File: src/rtl/hevc_pkg.sv
// Shared HEVC dataflow definitions: payload width, tag sizing and the tagged word type.
package hevc_pkg;

  localparam int DATA_WIDTH = 8;

  // Tag bits needed to name one of 'flux' channels; never narrower than one bit.
  function automatic int tag_width(input int flux);
    return (flux <= 2) ? 1 : $clog2(flux);
  endfunction

  localparam int DEFAULT_FLUX = 2;
  localparam int WORD_WIDTH   = DATA_WIDTH + tag_width(DEFAULT_FLUX);

  typedef logic [WORD_WIDTH-1:0] word_t;

endpackage

File: src/rtl/multi_flux_fifo_if.sv
// Bus bundle between producers, the multi-flux FIFO bank and the downstream delayer.
interface fifo_interface #(
  parameter int FLUX  = 2,
  parameter int WIDTH = 9
);
  logic [FLUX-1:0]  write;
  logic [WIDTH-1:0] din;
  logic [FLUX-1:0]  full;
  logic [FLUX-1:0]  read;
  logic [FLUX-1:0]  empty;
  logic [WIDTH-1:0] dout;

  // FIFO bank side: slave of both the write and the read groups.
  modport fifo (
    input  write, din, read,
    output full, empty, dout
  );

  // Producer side of the write group.
  modport writer (
    output write, din,
    input  full
  );

  // Consumer (delayer) side of the read group.
  modport reader (
    output read,
    input  empty, dout
  );
endinterface

File: src/rtl/multi_flux_fifo_channel.sv
// Single circular FIFO with first-word-fall-through head output; one per flux.
module fifo_channel #(
  parameter int DEPTH = 4,
  parameter int WIDTH = 9
) (
  input  logic             clk,
  input  logic             rst,
  input  logic             push,
  input  logic             pop,
  input  logic [WIDTH-1:0] din,
  output logic             full,
  output logic             empty,
  output logic [WIDTH-1:0] head
);
  localparam int AW = $clog2(DEPTH);

  logic [AW-1:0]    wr_ptr;
  logic [AW-1:0]    rd_ptr;
  logic [AW:0]      count;
  logic [WIDTH-1:0] mem [DEPTH];
  logic             push_ok;
  logic             pop_ok;

  assign empty   = (count == '0);
  assign full    = (count == (AW+1)'(DEPTH));
  assign push_ok = push && !full;
  assign pop_ok  = pop && !empty;
  assign head    = mem[rd_ptr];

  always_ff @(posedge clk) begin
    if (rst) begin
      wr_ptr <= '0;
      rd_ptr <= '0;
      count  <= '0;
    end else begin
      if (push_ok) wr_ptr <= wr_ptr + 1'b1;
      if (pop_ok)  rd_ptr <= rd_ptr + 1'b1;
      case ({push_ok, pop_ok})
        2'b10:   count <= count + 1'b1;
        2'b01:   count <= count - 1'b1;
        default: count <= count;
      endcase
    end
  end

  // Storage is not reset; the pointers alone define which words are live.
  always_ff @(posedge clk) begin
    if (push_ok) mem[wr_ptr] <= din;
  end

endmodule

File: src/rtl/multi_flux_fifo.sv
// Bank of FLUX independent FIFOs with a one-hot read select feeding a shared dout.
// Optional sticky protocol error flags are built when MULTI_FLUX_FIFO_ERR_EN is defined.
module multi_flux_fifo
  import hevc_pkg::tag_width;
#(
  parameter int FLUX       = 2,
  parameter int DEPTH      = 4,
  parameter int DATA_WIDTH = hevc_pkg::DATA_WIDTH,
  parameter int TAG_WIDTH  = tag_width(FLUX),
  parameter int WIDTH      = DATA_WIDTH + TAG_WIDTH
) (
  input  logic clk,
  input  logic rst,
  fifo_interface.fifo bus
`ifdef MULTI_FLUX_FIFO_ERR_EN
  ,
  output logic [2:0] err
`endif
);

  logic [WIDTH-1:0]     heads [FLUX];
  logic [FLUX-1:0]      full_v;
  logic [FLUX-1:0]      empty_v;
  logic [FLUX-1:0]      pop;
  logic [TAG_WIDTH-1:0] sel;

  // Highest asserted read bit wins; with no read the head of flux 0 is shown.
  always_comb begin
    sel = '0;
    for (int i = 0; i < FLUX; i++) begin
      if (bus.read[i]) sel = TAG_WIDTH'(i);
    end
  end

  always_comb begin
    pop = '0;
    for (int i = 0; i < FLUX; i++) begin
      pop[i] = bus.read[i] && (sel == TAG_WIDTH'(i));
    end
  end

  genvar g;
  generate
    for (g = 0; g < FLUX; g++) begin : g_chan
      fifo_channel #(
        .DEPTH (DEPTH),
        .WIDTH (WIDTH)
      ) u_chan (
        .clk   (clk),
        .rst   (rst),
        .push  (bus.write[g]),
        .pop   (pop[g]),
        .din   (bus.din),
        .full  (full_v[g]),
        .empty (empty_v[g]),
        .head  (heads[g])
      );
    end
  endgenerate

  assign bus.full  = full_v;
  assign bus.empty = empty_v;
  assign bus.dout  = heads[sel];

`ifdef MULTI_FLUX_FIFO_ERR_EN
  logic [2:0] err_q;
  logic [2:0] err_ev;

  assign err_ev[0] = |(bus.write & full_v);
  assign err_ev[1] = |(bus.read & empty_v);
  assign err_ev[2] = (bus.read & (bus.read - 1'b1)) != '0;

  always_ff @(posedge clk) begin
    if (rst) err_q <= '0;
    else     err_q <= err_q | err_ev;
  end

  assign err = err_q;
`endif

endmodule

File: src/flat_wrapper.sv
// flat-port wrapper written by rule: the top's interface ports become plain ports
module multi_flux_fifo_flat import hevc_pkg::tag_width;
#(
  parameter int FLUX       = 2,
  parameter int DEPTH      = 4,
  parameter int DATA_WIDTH = hevc_pkg::DATA_WIDTH,
  parameter int TAG_WIDTH  = tag_width(FLUX),
  parameter int WIDTH      = DATA_WIDTH + TAG_WIDTH
)
  (clk, rst, bus_write, bus_din, bus_read, bus_full, bus_empty, bus_dout);
  fifo_interface #(.FLUX(FLUX), .WIDTH(WIDTH)) bus_i ();
  input  logic clk;
  input  logic rst;
  input wire logic [$bits(bus_i.write)-1:0] bus_write;
  input wire logic [$bits(bus_i.din)-1:0] bus_din;
  input wire logic [$bits(bus_i.read)-1:0] bus_read;
  output wire logic [$bits(bus_i.full)-1:0] bus_full;
  output wire logic [$bits(bus_i.empty)-1:0] bus_empty;
  output wire logic [$bits(bus_i.dout)-1:0] bus_dout;
  assign bus_i.write = bus_write;
  assign bus_i.din = bus_din;
  assign bus_i.read = bus_read;
  assign bus_full = bus_i.full;
  assign bus_empty = bus_i.empty;
  assign bus_dout = bus_i.dout;
  multi_flux_fifo #(.FLUX(FLUX), .DEPTH(DEPTH), .DATA_WIDTH(DATA_WIDTH), .TAG_WIDTH(TAG_WIDTH), .WIDTH(WIDTH)) u_core (.clk(clk), .rst(rst), .bus(bus_i));
endmodule
File: config.mk
export PLATFORM = sky130hd
export DESIGN_NAME = multi_flux_fifo_flat
export DESIGN_NICKNAME = d
export VERILOG_FILES = /design/src/rtl/hevc_pkg.sv /design/src/rtl/multi_flux_fifo_if.sv /design/src/rtl/multi_flux_fifo_channel.sv /design/src/rtl/multi_flux_fifo.sv /design/src/flat_wrapper.sv
export SDC_FILE = /design/constraint.sdc
export NUM_CORES = 1
export LEC_CHECK = 0
export CAP_MARGIN = 20
export CORE_ASPECT_RATIO = 1.4
export CORE_MARGIN = 2
export CORE_UTILIZATION = 40
export DETAILED_ROUTE_END_ITERATION = 8
export HOLD_SLACK_MARGIN = 0.1
export SLEW_MARGIN = 10
export SYNTH_ARGS = -nofsm -noshare
export SYNTH_HDL_FRONTEND = slang
export SYNTH_SLANG_ARGS = --single-unit
File: constraint.sdc
create_clock -name clk -period 3.4 [get_ports clk]
set_clock_uncertainty 0.1 [all_clocks]
set_input_delay 1.02 -clock clk [delete_from_list [all_inputs] [get_ports clk]]
set_output_delay 1.02 -clock clk [all_outputs]
set_load 0.005 [all_outputs]
### Word-level counts from Yosys, hierarchy flattened

Memory sizes are Yosys's and may differ from the RTL's. A register that Yosys moved wholly into a read port is not among the register bits.
Index checks and enable logic that the tools add are counted.

| storage, ports and cells | value |
|---|---|
| memories kept | 2 |
| register bits | 14 |
| bits in writable memories | 72 |
| input bits | 15 |
| output and inout bits | 13 |

| operators by class | value |
|---|---|
| bitwise gates (word level) | 2 |
| $add $sub $neg | 8 |
| reduce and logical (&&, ||, !) cells | 14 |
| multiplexer cells | 14 |
| $lt $le $gt $ge | 1 |
| equal/unequal tests | 6 |

Memories:

| memory | depth | width | read ports | clocked after Yosys merged registers in | write ports | RTL line | text |
|---|---|---|---|---|---|---|---|
| u_core.g_chan[0].u_chan.mem | 4 | 9 | 1 | 1 | 1 | multi_flux_fifo_channel.sv:20 | `logic [WIDTH-1:0] mem [DEPTH];` |
| u_core.g_chan[1].u_chan.mem | 4 | 9 | 1 | 1 | 1 | multi_flux_fifo_channel.sv:20 |  |

Operator list:

| cell | count |
|---|---|
| 9-bit two-way mux | 3 |
| 3-bit case mux with 2 select lines | 2 |
| 2-bit by 1-bit adder with 2-bit output (second input constant) | 4 |
| 2-bit two-way mux | 4 |
| 3-bit by 1-bit adder with 3-bit output (second input constant) | 2 |
| 3-bit == test (second input constant) | 2 |
| 1-bit logical AND | 6 |
| 3-bit logical NOT | 2 |
| 3-bit by 1-bit subtractor with 3-bit output (second input constant) | 2 |
| 1-bit two-way mux | 5 |
| 2-bit by 1-bit == test with 1-bit output (second input constant) | 2 |
| 2-bit == test (second input constant) | 2 |
| 1-bit logical NOT | 4 |
| 2-bit nonzero test | 2 |
| 2-bit greater-or-equal comparator (second input constant) | 1 |
| 1-bit NOT with 2-bit output | 1 |
| 1-bit NOT | 1 |

### Depth between registers and ports, before layout

| logic depth | value |
|---|---|
| word-level depth | 6 |
| depth in mapped cells | 9 |

### By module

A second synthesis with hierarchy kept.

| unflattened totals | value |
|---|---|
| cells, all modules | 213 |
| area, all modules | 3711.1 µm² |

Modules (own cells, without submodules):

| module | cells an instance | area an instance (µm²) | times used |
|---|---|---|---|
| fifo_channel | 101 | 1778.0 | 2 |
| multi_flux_fifo | 11 | 155.1 | 1 |

### Worst setup path before layout

OpenSTA, ideal clock, no wires.

| timing path | value |
|---|---|
| path kind | in2out |
| from | in bus_read[1] |
| to | out bus_dout[7] |
| data arrival time | 1.623 ns |
| data required time | 2.280 ns |
| cell stages on the path | 3 |
| slack | 0.657 ns |
| cell sequence | nand2b_1 > buf_1 > o221ai_2 |

| between the ends | value |
|---|---|
| word-level cells in the longest chain between the ends | 5 |

RTL lines:

| element | RTL line | text |
|---|---|---|
| start, declared | flat_wrapper.sv:16 | `input wire logic [$bits(bus_i.read)-1:0] bus_read;` |
| 1-bit two-way mux | multi_flux_fifo.sv:31 | `if (bus.read[i]) sel = TAG_WIDTH'(i);` |
| 1-bit NOT with 2-bit output (not written as such) | multi_flux_fifo.sv:63 | `assign bus.dout = heads[sel];` |
| 9-bit two-way mux (not written as such) (3 in series) | multi_flux_fifo.sv:63 |  |
| end, declared | flat_wrapper.sv:19 | `output wire logic [$bits(bus_i.dout)-1:0] bus_dout;` |

Every way passes these cells. The select of a mux whose other input is x is not followed.

### Worst setup path in the final report

Ends and elaborated chain as after synthesis.

==> flow_summary_export.csv <==
group,metric,value,unit
sta,setup-tns-final,0,ps
clocking,holdBufCountCts,0,
cells_and_area,diodes,0,
floorplanning,floorplan.die.width,86.7,µm
synth,synthesis.instances,237,
power_and_ir_drop,fin_total_pwr,2870,µW
floorplanning,rows,42,
critical_path,critical_path_arrival,2090,ps
cells_and_area,area_growth,18.1,%
clocking,cts_tree,"yes",
synth,yosys_warnings,0,
route,number_of_nets_with_antenna_violations_after_routing,0,
clocking,cts.sinks,90,
worst_hold_path,hold_crit_path_type,"reg -> reg",
clocking,tritoncts.num_buffers,9,
floorplanning,floorplan.core_area,9410,µm²
placement,dp.final_hpwl,4200,µm
run,cap_violations,0,
route,detail_route.vias_per_cell,5.01,
cells_and_area,nFillCells,810,
clocking,htree_levels,3,
route,wl_per_cell,16.0,µm
power_and_ir_drop,powerDensity,635,nW/µm²
clocking,cts.path.max_buffers,2,
floorplanning,design.die.area,10400,µm²
cells_and_area,fin_nets,299,
route,drt_iter0_markers,116,
critical_path,critical_path.startpoint_type,"primary input",
critical_path,crit_fanout,9,
sta,finalCritPeriodShare,0.944,
global_route,track_usage,0.133,
cells_and_area,layout-drive-gt1-share,0.177,
sta,final_max_slew_viol_count,0,
sta,highest_clock_rate,312,MHz
global_route,grt_pass1_vias,1935,
sta,setup_viol,0,
clocking,clk_latency,330,ps
sta,finalHoldViolations,0,
sta,grt_setup_unrepaired,"false",
global_route,wire_length_of_the_first_global_routing_pass,10000,µm
synth,synth.lib_cells_used.distinct,32,
route,drt_drc_violations_left,0,
cells_and_area,postLayoutCellArea,4520,µm²
clocking,post_cts.repair.setup_buffers,0,
critical_path,critical_path.endpoint_type,"primary output",
placement,placedInstanceArea,4240,µm²
synth,ys_seq_elements,90,
sta,worst_margin_slew,587,ps
synth,mappedNetlistArea,3830,µm²
global_route,grt_start_max_net_pins,19,
power_and_ir_drop,leakage,0.00153,µW
critical_path,cp_data_required_time,2280,ps
clocking,clock_tree.root_cell,"sky130_fd_sc_hd__clkbuf_16",
power_and_ir_drop,vdd_drop_max,0.289,mV
global_route,globalRoute.totalOverflow,0,
outcome,status,"complete, no violations",
cells_and_area,sequential_cell_area,2520,µm²
route,drt_pass1_iterations,4,
synth,ys_seq_area_frac,0.659,
placement,buffer_ports.inserted,27,
cells_and_area,multi_input_area,1170,µm²
critical_path,setup.worst_path.class,"in -> out",
floorplanning,floorplan.io_pins,28,
synth,syn-num-nets,264,
floorplanning,die_height,120,µm
floorplanning,initial_core_util,0.407,
route,vias_after_detailed_routing,1937,
global_route,number_of_antenna_violations_at_the_first_check_in_global_routing,0,
synth,post_synth.cell_area_avg,16.2,µm²
sta,final.min_clock_period,3210,ps
placement,finalWeightedCongestion,0.703,
route,detail_route.wirelength,6210,µm
clocking,cts.clk_slew.worst_paths,60,ps
sta,timing.slew.headroom,0.609,
-- critical path, cell delays in order --
cell	delay, ps
sky130_fd_sc_hd__clkbuf_2	130
sky130_fd_sc_hd__nand2b_1	100
sky130_fd_sc_hd__buf_12	160
sky130_fd_sc_hd__o221ai_2	150
sky130_fd_sc_hd__clkdlybuf4s50_1	520
-- cells in the final DEF, fill, tap and decap left out, types with 7 or more instances in the layout --
master / instances
sky130_fd_sc_hd__nand2b_1: 14
sky130_fd_sc_hd__o221ai_2: 9
sky130_fd_sc_hd__buf_4: 7
sky130_fd_sc_hd__a21oi_1: 7
sky130_fd_sc_hd__dfxtp_1: 18
sky130_fd_sc_hd__inv_1: 15
sky130_fd_sc_hd__and2_1: 8
sky130_fd_sc_hd__mux2i_1: 20
sky130_fd_sc_hd__clkdlybuf4s50_1: 26
sky130_fd_sc_hd__edfxtp_1: 72
sky130_fd_sc_hd__mux4_2: 9
sky130_fd_sc_hd__ha_1: 10
sky130_fd_sc_hd__clkbuf_16: 10
sky130_fd_sc_hd__nor2_1: 12
-- registers in the layout, summed over array words and instances, names as in the netlist, named ones only --
register,flops
u_core.g_chan.u_chan.rd_ptr,4
u_core.g_chan.u_chan.count,6
u_core.g_chan.u_chan.wr_ptr,4
u_core.g_chan.u_chan.mem,72
-- kinds of logic (layout without fill, tap and decap cells) --
family	after synthesis	count (layout)	synth area share
buffers and inverters	27	67	0.0356
xor gates and xnor gates	5	5	0.0114
DFF	90	90	0.659
adders and majority gates	12	12	0.0431
AOI/OAI and AO/OA	22	22	0.0529
muxes	32	32	0.115
and+or+nand+nor	49	49	0.0830
-- layout make-up --
cell class                      count  share of cell area
Clock buffer                       12              0.0570
Clock inverter                      4             0.00526
Inverter                           15              0.0125
Multi-Input combinational cell    120               0.260
Sequential cell                    90               0.558
Tap cell                          110              0.0304
Timing Repair Buffer               36              0.0772
-- metrics by stage --
step	setup WS, ps	hold WS [ps]	std cells	utilization
final	192	403	387	0.481
after global routing	120	445	387	0.481
after CTS	29.7	403	387	0.481
after detailed placement	-299	394	371	0.450
after global placement	-283	368	371	0.450
after floorplan	657	359	237	-
-- Yosys cell counts --
| cell | instances | area (µm²) |
|---|---|---|
| sky130_fd_sc_hd__a21oi_1 | 7 | 35.0 |
| sky130_fd_sc_hd__and2_1 | 8 | 50.1 |
| sky130_fd_sc_hd__buf_1 | 1 | 3.75 |
| sky130_fd_sc_hd__buf_4 | 6 | 45.0 |
| sky130_fd_sc_hd__buf_6 | 1 | 11.3 |
| sky130_fd_sc_hd__clkbuf_1 | 2 | 7.51 |
| sky130_fd_sc_hd__clkbuf_2 | 1 | 5.00 |
| sky130_fd_sc_hd__clkbuf_4 | 1 | 7.51 |
| sky130_fd_sc_hd__dfxtp_1 | 18 | 360 |
| sky130_fd_sc_hd__edfxtp_1 | 72 | 2160 |
| sky130_fd_sc_hd__fa_1 | 2 | 40.0 |
| sky130_fd_sc_hd__ha_1 | 10 | 125 |
| sky130_fd_sc_hd__inv_1 | 15 | 56.3 |
| sky130_fd_sc_hd__mux2_1 | 2 | 22.5 |
| sky130_fd_sc_hd__mux2_4 | 1 | 15.0 |
| sky130_fd_sc_hd__mux2i_1 | 20 | 200 |
| sky130_fd_sc_hd__mux4_2 | 9 | 203 |
| sky130_fd_sc_hd__nand2_1 | 1 | 3.75 |
| sky130_fd_sc_hd__nand2_2 | 1 | 6.26 |
| sky130_fd_sc_hd__nand2b_1 | 14 | 87.6 |
| sky130_fd_sc_hd__nor2_1 | 12 | 45.0 |
| sky130_fd_sc_hd__nor2b_1 | 2 | 12.5 |
| sky130_fd_sc_hd__nor3_1 | 1 | 5.00 |
| sky130_fd_sc_hd__nor3_4 | 1 | 16.3 |
| sky130_fd_sc_hd__nor3b_2 | 2 | 25.0 |
| sky130_fd_sc_hd__nor3b_4 | 1 | 18.8 |
| sky130_fd_sc_hd__nor4bb_2 | 1 | 16.3 |
| sky130_fd_sc_hd__o21ai_0 | 5 | 25.0 |
| sky130_fd_sc_hd__o221ai_2 | 9 | 135 |
| sky130_fd_sc_hd__o31ai_1 | 1 | 7.51 |
| sky130_fd_sc_hd__or3_1 | 5 | 31.3 |
| sky130_fd_sc_hd__xor2_1 | 5 | 43.8 |
-- what timing repair did --
item,4_1_cts,5_1_grt
setup endpoints to repair,9,7
hold endpoints to repair,0,0
gates resized for setup,4,1
cloned,0,0
-- report_power, final --
group / total, µW / leakage (µW) / internal [µW] / switching, µW
Combinational: 593 / 0.000583 / 312 / 281
Clock: 916 / 0.000142 / 538 / 378
Sequential: 1360 / 0.000808 / 1300 / 61.0
-- routing by layer --
layer  part of all wire  GRT usage
met1               0.41      0.161
met4              0.024     0.0820
met5                  0          0
met2               0.55      0.221
met3              0.022     0.0199
-- worst paths after layout --
check | startpoint | endpoint | slack, ps | cells past startpoint
min reg2reg | u_core.g_chan[1].u_chan.rd_ptr[1] | register | 400 | 2
max reg2reg | u_core.g_chan[0].u_chan.count[2] | u_core.g_chan[0].u_chan.count[2] | 1190 | 9
min | u_core.g_chan[1].u_chan.rd_ptr[1] | register | 400 | 2
max | bus_read[1] | bus_dout[7] | 190 | 5
Power figures use the tool's default switching activity.
